`src/rtl/key_conditioner.sv`:
```
// Push-button front end: 2-flop sync, per-key debounce, press/release strobes, P1/P2 first-press arbiter.
// Define KEYCOND_PRESS_COUNT_EN to add 8-bit per-key press counters on press_cnt.
module key_conditioner #(
  parameter int          NUM_KEYS        = 4,
  parameter int unsigned DEBOUNCE_CYCLES = 500000,
  parameter int          CNT_W           = 20
) (
  input  logic                  clk,
  input  logic                  rst_n,
  input  logic [NUM_KEYS-1:0]   key_raw_n,
  input  logic                  arb_enable,
  input  logic                  arb_clear,
  output logic [NUM_KEYS-1:0]   key_down,
  output logic [NUM_KEYS-1:0]   key_press,
  output logic [NUM_KEYS-1:0]   key_release,
  output logic [1:0]            arb_winner,
  output logic                  arb_valid,
  output logic [8*NUM_KEYS-1:0] press_cnt
);

  localparam logic [CNT_W-1:0] CNT_LAST = CNT_W'(DEBOUNCE_CYCLES - 1);
  localparam logic [CNT_W-1:0] CNT_ONE  = CNT_W'(1);
  localparam int               P1_IDX   = 0;
  localparam int               P2_IDX   = 3;

  for (genvar gi = 0; gi < NUM_KEYS; gi++) begin : g_key
    logic [1:0]       r_sync;
    logic [CNT_W-1:0] r_cnt;
    logic             r_down;
    logic             r_press;
    logic             r_release;
    logic             w_mismatch;
    logic             w_accept;

    // sync2 is active-low, so equality with the debounced level means disagreement
    assign w_mismatch = (r_sync[1] == r_down);
    assign w_accept   = w_mismatch && (r_cnt == CNT_LAST);

    always_ff @(posedge clk or negedge rst_n) begin
      if (!rst_n) begin
        r_sync    <= 2'b11;
        r_cnt     <= '0;
        r_down    <= 1'b0;
        r_press   <= 1'b0;
        r_release <= 1'b0;
      end else begin
        r_sync    <= {r_sync[0], key_raw_n[gi]};
        r_press   <= w_accept && !r_down;
        r_release <= w_accept && r_down;
        if (!w_mismatch) begin
          r_cnt <= '0;
        end else if (w_accept) begin
          r_cnt  <= '0;
          r_down <= ~r_down;
        end else begin
          r_cnt <= r_cnt + CNT_ONE;
        end
      end
    end

    assign key_down[gi]    = r_down;
    assign key_press[gi]   = r_press;
    assign key_release[gi] = r_release;
  end

  typedef enum logic {ST_IDLE, ST_LOCKED} arb_state_t;

  arb_state_t r_state;
  arb_state_t w_state_next;
  logic [1:0] r_winner;
  logic [1:0] w_winner_next;
  logic       w_p1;
  logic       w_p2;

  assign w_p1 = key_press[P1_IDX];
  assign w_p2 = key_press[P2_IDX];

  always_ff @(posedge clk or negedge rst_n) begin
    if (!rst_n) begin
      r_state  <= ST_IDLE;
      r_winner <= 2'b00;
    end else begin
      r_state  <= w_state_next;
      r_winner <= w_winner_next;
    end
  end

  // arb_clear has priority over any same-cycle press strobe
  always_comb begin
    w_state_next  = r_state;
    w_winner_next = r_winner;
    case (r_state)
      ST_IDLE: begin
        if (arb_clear) begin
          w_winner_next = 2'b00;
        end else if (arb_enable && (w_p1 || w_p2)) begin
          w_state_next  = ST_LOCKED;
          w_winner_next = {w_p2, w_p1};
        end
      end
      ST_LOCKED: begin
        if (arb_clear) begin
          w_state_next  = ST_IDLE;
          w_winner_next = 2'b00;
        end
      end
      default: begin
        w_state_next  = ST_IDLE;
        w_winner_next = 2'b00;
      end
    endcase
  end

  assign arb_winner = r_winner;
  assign arb_valid  = (r_state == ST_LOCKED);

`ifdef KEYCOND_PRESS_COUNT_EN
  for (genvar gi = 0; gi < NUM_KEYS; gi++) begin : g_pcnt
    logic [7:0] r_pcnt;

    always_ff @(posedge clk or negedge rst_n) begin
      if (!rst_n) begin
        r_pcnt <= 8'd0;
      end else if (key_press[gi]) begin
        r_pcnt <= r_pcnt + 8'd1;
      end
    end

    assign press_cnt[8*gi +: 8] = r_pcnt;
  end
`else
  assign press_cnt = '0;
`endif

endmodule

```
`config.mk`:
```
export PLATFORM = sky130hd
export DESIGN_NAME = key_conditioner
export DESIGN_NICKNAME = d
export VERILOG_FILES = /design/src/rtl/key_conditioner.sv
export SDC_FILE = /design/constraint.sdc
export NUM_CORES = 1
export LEC_CHECK = 0
export ABC_AREA = 1
export CAP_MARGIN = 20
export CORE_MARGIN = 4
export CORE_UTILIZATION = 50
export CTS_CLUSTER_SIZE = 16
export DETAILED_ROUTE_END_ITERATION = 10
export PLACE_DENSITY = 0.67
export RECOVER_POWER = 25
export SYNTH_ARGS = -nofsm -noshare
export SYNTH_HDL_FRONTEND = slang
export SYNTH_SLANG_ARGS = --single-unit
```
`constraint.sdc`:
```
create_clock -name clk -period 1.6 [get_ports clk]
set_input_delay 0.32 -clock clk [delete_from_list [all_inputs] [get_ports clk]]
set_output_delay 0.32 -clock clk [all_outputs]
set_load 0.1 [all_outputs]
```
==> results.sh, run 1 <==
export IMPL_finalHoldViolations=0
export IMPL_grt_pass1_vias=4485
export IMPL_diodes=0
export IMPL_initial_utilization_pct=51.4
export IMPL_ios=55
export IMPL_p_per_area_nw_per_um2=793
export IMPL_numCtsBuffers=9
export IMPL_clkTransAtPathRegs_ns=0.07
export IMPL_cp_max_fo=12
export IMPL_cp_cell_sequence="ha_1, nand2_1, inv_1, nand2_1, nor2_2, nand3_4, xor2_1"
export IMPL_start_kind="register"
export IMPL_grt_antenna_before_repair=0
export IMPL_gp_congestion=0.953
export IMPL_r2r_slack_ns=0.11
export IMPL_max_freq_mhz=670
export IMPL_reg2reg_depth=7
export IMPL_grt_ovfl_total=0
export IMPL_area_delta_synth_final_pct=12.9
export IMPL_path_class="register to register"
export IMPL_die_area_um2=13600
export IMPL_clkSinkCount=103
export IMPL_yosysMostFrequentCell="nor2_1"
export IMPL_yosysTopAreaCellShare_pct=40.2
export IMPL_worstMarginPinSlew_ns=0.802
export IMPL_cpMostUsedCell="nand2_1"
export IMPL_ys_flop_type="dfrtp_1"
export IMPL_cp_data_arrival_time_ns=1.72
export IMPL_final_nets=827
export IMPL_dpl_hpwl_um=8890
export IMPL_relSlewSlack_pct=46.5
export IMPL_rows=39
export IMPL_reg2reg_from="g_key[2].r_cnt[0]$_DFF_PN0_"
export IMPL_synth_seq_cells=103
export IMPL_netlist_top_cells_count="nor2_1 (159), nand2_1 (155), dfrtp_1 (95)"
export IMPL_synth_cell_types=31
export IMPL_required_ns=1.83
export IMPL_hold_path_depth=0
export IMPL_cts_htree_levels=3
export IMPL_drive_above_1_share_pct=13.8
export IMPL_grt_max_degree=29
export IMPL_r2r_end="g_key[2].r_down$_DFFE_PN0P_"
export IMPL_die_y_um=117
export IMPL_clk_latency_ns=0.35
export IMPL_critical_path_top_delay_family="simple AND/OR/NAND/NOR gates"
export IMPL_mappedNetlistArea_um2=5920
export IMPL_fin_util_pct=58.0
export IMPL_crit_buf_inv=1
export IMPL_endpoint_kind="register"
export IMPL_fin_crit_ns=1.49
export IMPL_clock_skew_ns=0.00826
export IMPL_cts_tree="done"
export IMPL_status="finished clean"
export IMPL_grt_total_usage_pct=18.4
export IMPL_grt_pass1_wl_um=20300
export IMPL_synth_edff_count=0
export IMPL_io_buffers=22
export IMPL_drcViolationCount=0
export IMPL_ys_warn_count=0
export IMPL_synth_seq_area_share_pct=43.7
export IMPL_report_final_slew_viol_count=0
export IMPL_hold_end="g_key[3].r_sync[1]$_DFF_PN1_"
export IMPL_period_share_pct=93.3
export IMPL_post_cts_buffers=0
export IMPL_dieWidth_um=117
export IMPL_drtIter0Drc=363
export IMPL_ir_worst_vdd_mv=0.444
export IMPL_crit_slowest_cell="dfrtp_1"
export IMPL_first_pass_iters=5
export IMPL_hold_class="register to register"
export IMPL_p_total_mw=5.30
export IMPL_syn_inst=786
export IMPL_maxCapViolCount=0
export IMPL_min_from="g_key[3].r_sync[0]$_DFF_PN1_"
export IMPL_final_antenna_net_count=0
export IMPL_critical_path_max_stage_delay_ns=0.37
export IMPL_wirelength_um=11700
export IMPL_core_area_um2=11500
export IMPL_viasPerCell=4.95
export IMPL_syn_avg_cell_area_um2=7.53
export IMPL_via_count=4769
export IMPL_synth_top_area_cell="dfrtp_1"
export IMPL_synthArstFlopShare_pct=100
export IMPL_post_drt_wl_per_cell_um=12.2
export IMPL_synth_area_leaders="dfrtp_1 (40%), nor2_1 (10%), nand2_1 (9.8%)"
export IMPL_cts_root_buf="clkbuf_16"
export IMPL_p_leak_nw=2.99
export IMPL_setup_violations=0
export IMPL_cts_path_max_buffers=2
## where the power goes
group	internal, mW	leakage (nW)	total (mW)	switching, mW
Sequential	2.64	1.40	2.67	0.0239
Combinational	0.0676	1.46	0.524	0.457
Clock	1.14	0.135	2.10	0.961
## flip-flops by register name (all words and copies together), names as in the netlist
signal and count:
arb_valid 1, arb_winner 2, g_key.r_cnt 80, g_key.r_down 4, g_key.r_press 4, g_key.r_release 4
g_key.r_sync 8
## what timing repair did
action | CTS | global route
hold buffers | 1 | 0
gates resized for setup | 0 | 5
endpoints found under the setup margin | 0 | 23
endpoints found under the hold margin | 21 | 0
## per-stage QoR
stage	std cells	hold WS, ns	area (µm²)	TNS [ns]	setup slack [ns]
after floorplan	817	0.0244	6030	0	0.203
after global placement	945	0.280	6360	0	0.106
after detailed placement	945	0.284	6360	0	0.0656
after CTS	962	0.359	6660	0	0.0498
after global routing	963	0.361	6680	-0.167	-0.0342
final	963	0.358	6680	0	0.107
## logic make-up after synthesis
family                     count (synthesis)  synth area share (%)
and+or+nand+nor                          462                  35.1
buffers and inverters                    160                  13.3
DFF                                      103                  43.7
xor gates and xnor gates                  33                  4.88
AOI/OAI and AO/OA                         23                  2.16
adders and majority gates                  4                 0.846
other                                      1                0.0634
## cell usage in the layout (no fill, tap or decap), types with 2 or more instances in the layout
master	n
nor2_1	156
nand2_1	155
dfrtp_1	95
inv_1	94
nand3_1	74
conb_1	32
nor2_2	23
xor2_1	19
buf_12	19
nand4_1	15
xnor2_1	14
nand2_2	12
inv_2	10
nor2_4	9
clkbuf_16	9
buf_4	9
nor3_1	7
o21ai_0	7
dfstp_2	7
o21ai_1	6
a21oi_1	5
clkinv_1	5
dlygate4sd3_1	5
nand3_2	4
o21bai_1	4
ha_1	4
nor3b_1	2
nand3_4	2
clkbuf_8	2
clkinvlp_4	2
clkdlybuf4s50_1	2
clkbuf_2	2
## worst max path at each step
stage | startpoint | end | slack [ns] | cells after the start
after floorplan | arb_valid$_DFF_PN0_ | arb_winner[0]$_DFFE_PN0P_ | 0.20 | 4
after global placement | g_key[1].r_cnt[0]$_DFF_PN0_ | g_key[1].r_down$_DFFE_PN0P_ | 0.11 | 7
after detailed placement | g_key[1].r_cnt[0]$_DFF_PN0_ | g_key[1].r_down$_DFFE_PN0P_ | 0.07 | 7
after CTS | g_key[1].r_cnt[0]$_DFF_PN0_ | g_key[1].r_down$_DFFE_PN0P_ | 0.05 | 7
after global routing | g_key[2].r_cnt[0]$_DFF_PN0_ | g_key[2].r_cnt[17]$_DFF_PN0_ | -0.03 | 8
final | g_key[2].r_cnt[0]$_DFF_PN0_ | g_key[2].r_down$_DFFE_PN0P_ | 0.11 | 7
## metal layers
| layer | vias up | routed length (µm) | GRT usage, % |
|---|---|---|---|
| met3 | 26 | 541 | 3.70 |
| li1 | 2407 | - | - |
| met5 | - | 0 | 0 |
| met1 | 2217 | 5510 | 25.0 |
| met2 | 119 | 5440 | 29.1 |
| met4 | 0 | 250 | 7.26 |
## layout make-up
class                           count  area [µm²]
Clock buffer                       12         256
Sequential cell                   103        2590
Inverter                          109         409
Clock inverter                      4        28.8
Multi-Input combinational cell    555        2700
Timing Repair Buffer               37         528
Tap cell                          143         179
Fill cell                        1050        4830
No activity file was read; power rests on OpenSTA's default activity.
==> inputs of run 2 (changes only) <==
- PLACE_DENSITY: 0.67 -> 0.71
- SLEW_MARGIN: not set -> 20
==> run 2 against run 1 <==
- combinational power is 1% lower
- global-route usage grew 1.3 points
- largest power group unchanged
- sequential power about the same
- sequential share of layout area hardly changed
- critical path depth unchanged
- clock power up 15%
- maximum frequency is 0.63% lower
- power grew 5.9%
- wire length grew 3.7%
- flip-flop and latch count stayed put
- count of clock-buffer cells in the layout decreased by 2
- non-clock buffer count decreased by 1
- highest routed layer unchanged
==> results.sh, run 2 (synthesized netlist as in run 1, its figures left out) <==
export IMPL_status="finished clean"
export IMPL_first_pass_iters=4
export IMPL_grt_ovfl_total=0
export IMPL_period_share_pct=93.9
export IMPL_dieWidth_um=117
export IMPL_final_antenna_net_count=0
export IMPL_grt_total_usage_pct=19.7
export IMPL_placed_area_um2=6310
export IMPL_setup_violations=0
export IMPL_reg_top3="g_key.r_cnt (80), g_key.r_sync (8)"
export IMPL_finalHoldViolations=0
export IMPL_drive_above_1_share_pct=14.1
export IMPL_cts_path_max_buffers=2
export IMPL_clock_skew_ns=0.00856
export IMPL_reg2reg_depth=7
export IMPL_critPathLaunch="g_key[2].r_cnt[0]$_DFF_PN0_"
export IMPL_p_leak_nw=3.00
export IMPL_drcViolationCount=0
export IMPL_clkTransAtPathRegs_ns=0.07
export IMPL_initial_utilization_pct=51.4
export IMPL_cp_depth=7
export IMPL_viasPerCell=5.00
export IMPL_drtIter0Drc=210
export IMPL_cp_cell_sequence="ha_1, nand2_1, inv_1, nand2_1, nor2_1, nand3_4, xor2_1"
export IMPL_place_ws_ns=0.106
export IMPL_clk_latency_ns=0.36
export IMPL_grt_pass1_vias=4839
export IMPL_grt_antenna_before_repair=0
export IMPL_rows=39
export IMPL_ir_worst_vdd_mv=0.689
export IMPL_post_drt_wl_per_cell_um=12.7
export IMPL_dpl_hpwl_um=9120
export IMPL_hold_class="register to register"
export IMPL_io_buffers=22
export IMPL_fillCellCount=1028
export IMPL_diodes=0
export IMPL_path_class="register to register"
export IMPL_final_common_cell="nor2_1"
export IMPL_p_per_area_nw_per_um2=840
export IMPL_crit_slowest_cell="dfrtp_1"
export IMPL_max_flop_register="g_key.r_cnt"
export IMPL_fin_area_um2=6680
export IMPL_required_ns=1.84
export IMPL_endpoint_kind="register"
export IMPL_layout_setup_ws_ns=0.0973
export IMPL_core_area_um2=11500
export IMPL_p_total_mw=5.61
export IMPL_cp_max_fo=12
export IMPL_clkSinkCount=103
export IMPL_worstMarginPinSlew_ns=0.733
export IMPL_grt_max_degree=44
export IMPL_multiInputGateArea_um2=2690
export IMPL_register_area_um2=2590
export IMPL_hold_path_depth=0
export IMPL_mostFrequentLayoutCells="nor2_1 (156), nand2_1 (153), dfrtp_1 (95)"
export IMPL_start_kind="register"
export IMPL_max_freq_mhz=665
export IMPL_wirelength_um=12200
export IMPL_cts_htree_levels=3
export IMPL_report_final_slew_viol_count=0
export IMPL_cts_root_buf="clkbuf_16"
export IMPL_via_count=4803
export IMPL_crit_buf_inv=1
export IMPL_cts_tree="done"
export IMPL_critical_path_top_delay_family="simple AND/OR/NAND/NOR gates"
export IMPL_min_from="g_key[0].r_sync[0]$_DFF_PN1_"
export IMPL_area_delta_synth_final_pct=12.9
export IMPL_die_area_um2=13600
export IMPL_final_nets=825
export IMPL_gp_congestion=0.914
export IMPL_maxCapViolCount=0
export IMPL_setup_tns_ns=0
export IMPL_largest_register_ffs=80
export IMPL_ios=55
export IMPL_numCtsBuffers=9
export IMPL_cpMostUsedCell="nand2_1"
export IMPL_grt_pass1_wl_um=21400
export IMPL_relSlewSlack_pct=51.1
export IMPL_reg2reg_from="g_key[2].r_cnt[0]$_DFF_PN0_"
export IMPL_fin_crit_ns=1.50
export IMPL_die_y_um=117
export IMPL_cp_data_arrival_time_ns=1.74
export IMPL_critical_path_max_stage_delay_ns=0.38
-- run 2: changes by cell type in the layout (fill, tap and decap cells not counted), sizes merged --
cell	previous run	this run
buf	28	27
bufinv	0	2
clkbuf	14	12
clkinv	6	7
clkinvlp	2	1
nand3	80	79
-- run 2: repair_timing --
action                     4_1_cts  5_1_grt
hold buffers                     1        0
gates resized for setup          0        7
buffers inserted                 0        1
hold endpoints to repair        23        0
setup endpoints to repair        0       23
-- run 2: power breakdown --
part           total, mW  internal [mW]  switching (mW)
registers           2.67           2.64          0.0236
logic              0.519         0.0619           0.457
clock network       2.42           1.42            1.00
total               5.61           4.13            1.48
-- run 2: final cells by class --
cell class	instances	share of cell area, %
Clock buffer	10	3.58
Tap cell	143	2.68
Sequential cell	103	38.7
Timing Repair Buffer	36	7.26
Inverter	109	6.12
Clock inverter	6	1.39
Multi-Input combinational cell	554	40.3
-- run 2: metal layers --
layer	global-route usage (%)	share of wire, %	vias up	wire length, µm
met2	33.5	49	112	5970
met3	3.08	4.0	23	493
li1	-	-	2400	-
met1	25.0	44	2268	5420
met4	8.72	2.5	0	305
met5	0	0	-	0
-- run 2: per-stage QoR --
stage / std cells / hold WS, ns / utilization (%)
2_1_floorplan: 817 / 0.0244 / -
3_3_place_gp: 943 / 0.264 / 54.8
3_5_place_dp: 943 / 0.269 / 54.8
4_1_cts: 960 / 0.355 / 57.7
5_1_grt: 961 / 0.359 / 58.0
6_report: 961 / 0.355 / 58.0
-- run 2: worst register-to-register path, delay by kind of cell (launching register included) --
kind	cells	cell delay [ns]
xor gates and xnor gates	1	0.19
adders and majority gates	1	0.17
buffers and inverters	1	0.10
DFF	1	0.38
and+or+nand+nor	4	0.55
-- run 2: final timing paths --
| kind | slack [ns] | to |
|---|---|---|
| max | 0.1 | g_key[2].r_down$_DFFE_PN0P_ |
| min | 0.36 | g_key[0].r_sync[1]$_DFF_PN1_ |
| max reg2reg | 0.1 | g_key[2].r_down$_DFFE_PN0P_ |
| min reg2reg | 0.36 | g_key[0].r_sync[1]$_DFF_PN1_ |
| max in group asynchronous | 0.22 | g_key[3].r_sync[1]$_DFF_PN1_ |
| min in group asynchronous | 0.55 | g_key[0].r_cnt[3]$_DFF_PN0_ |
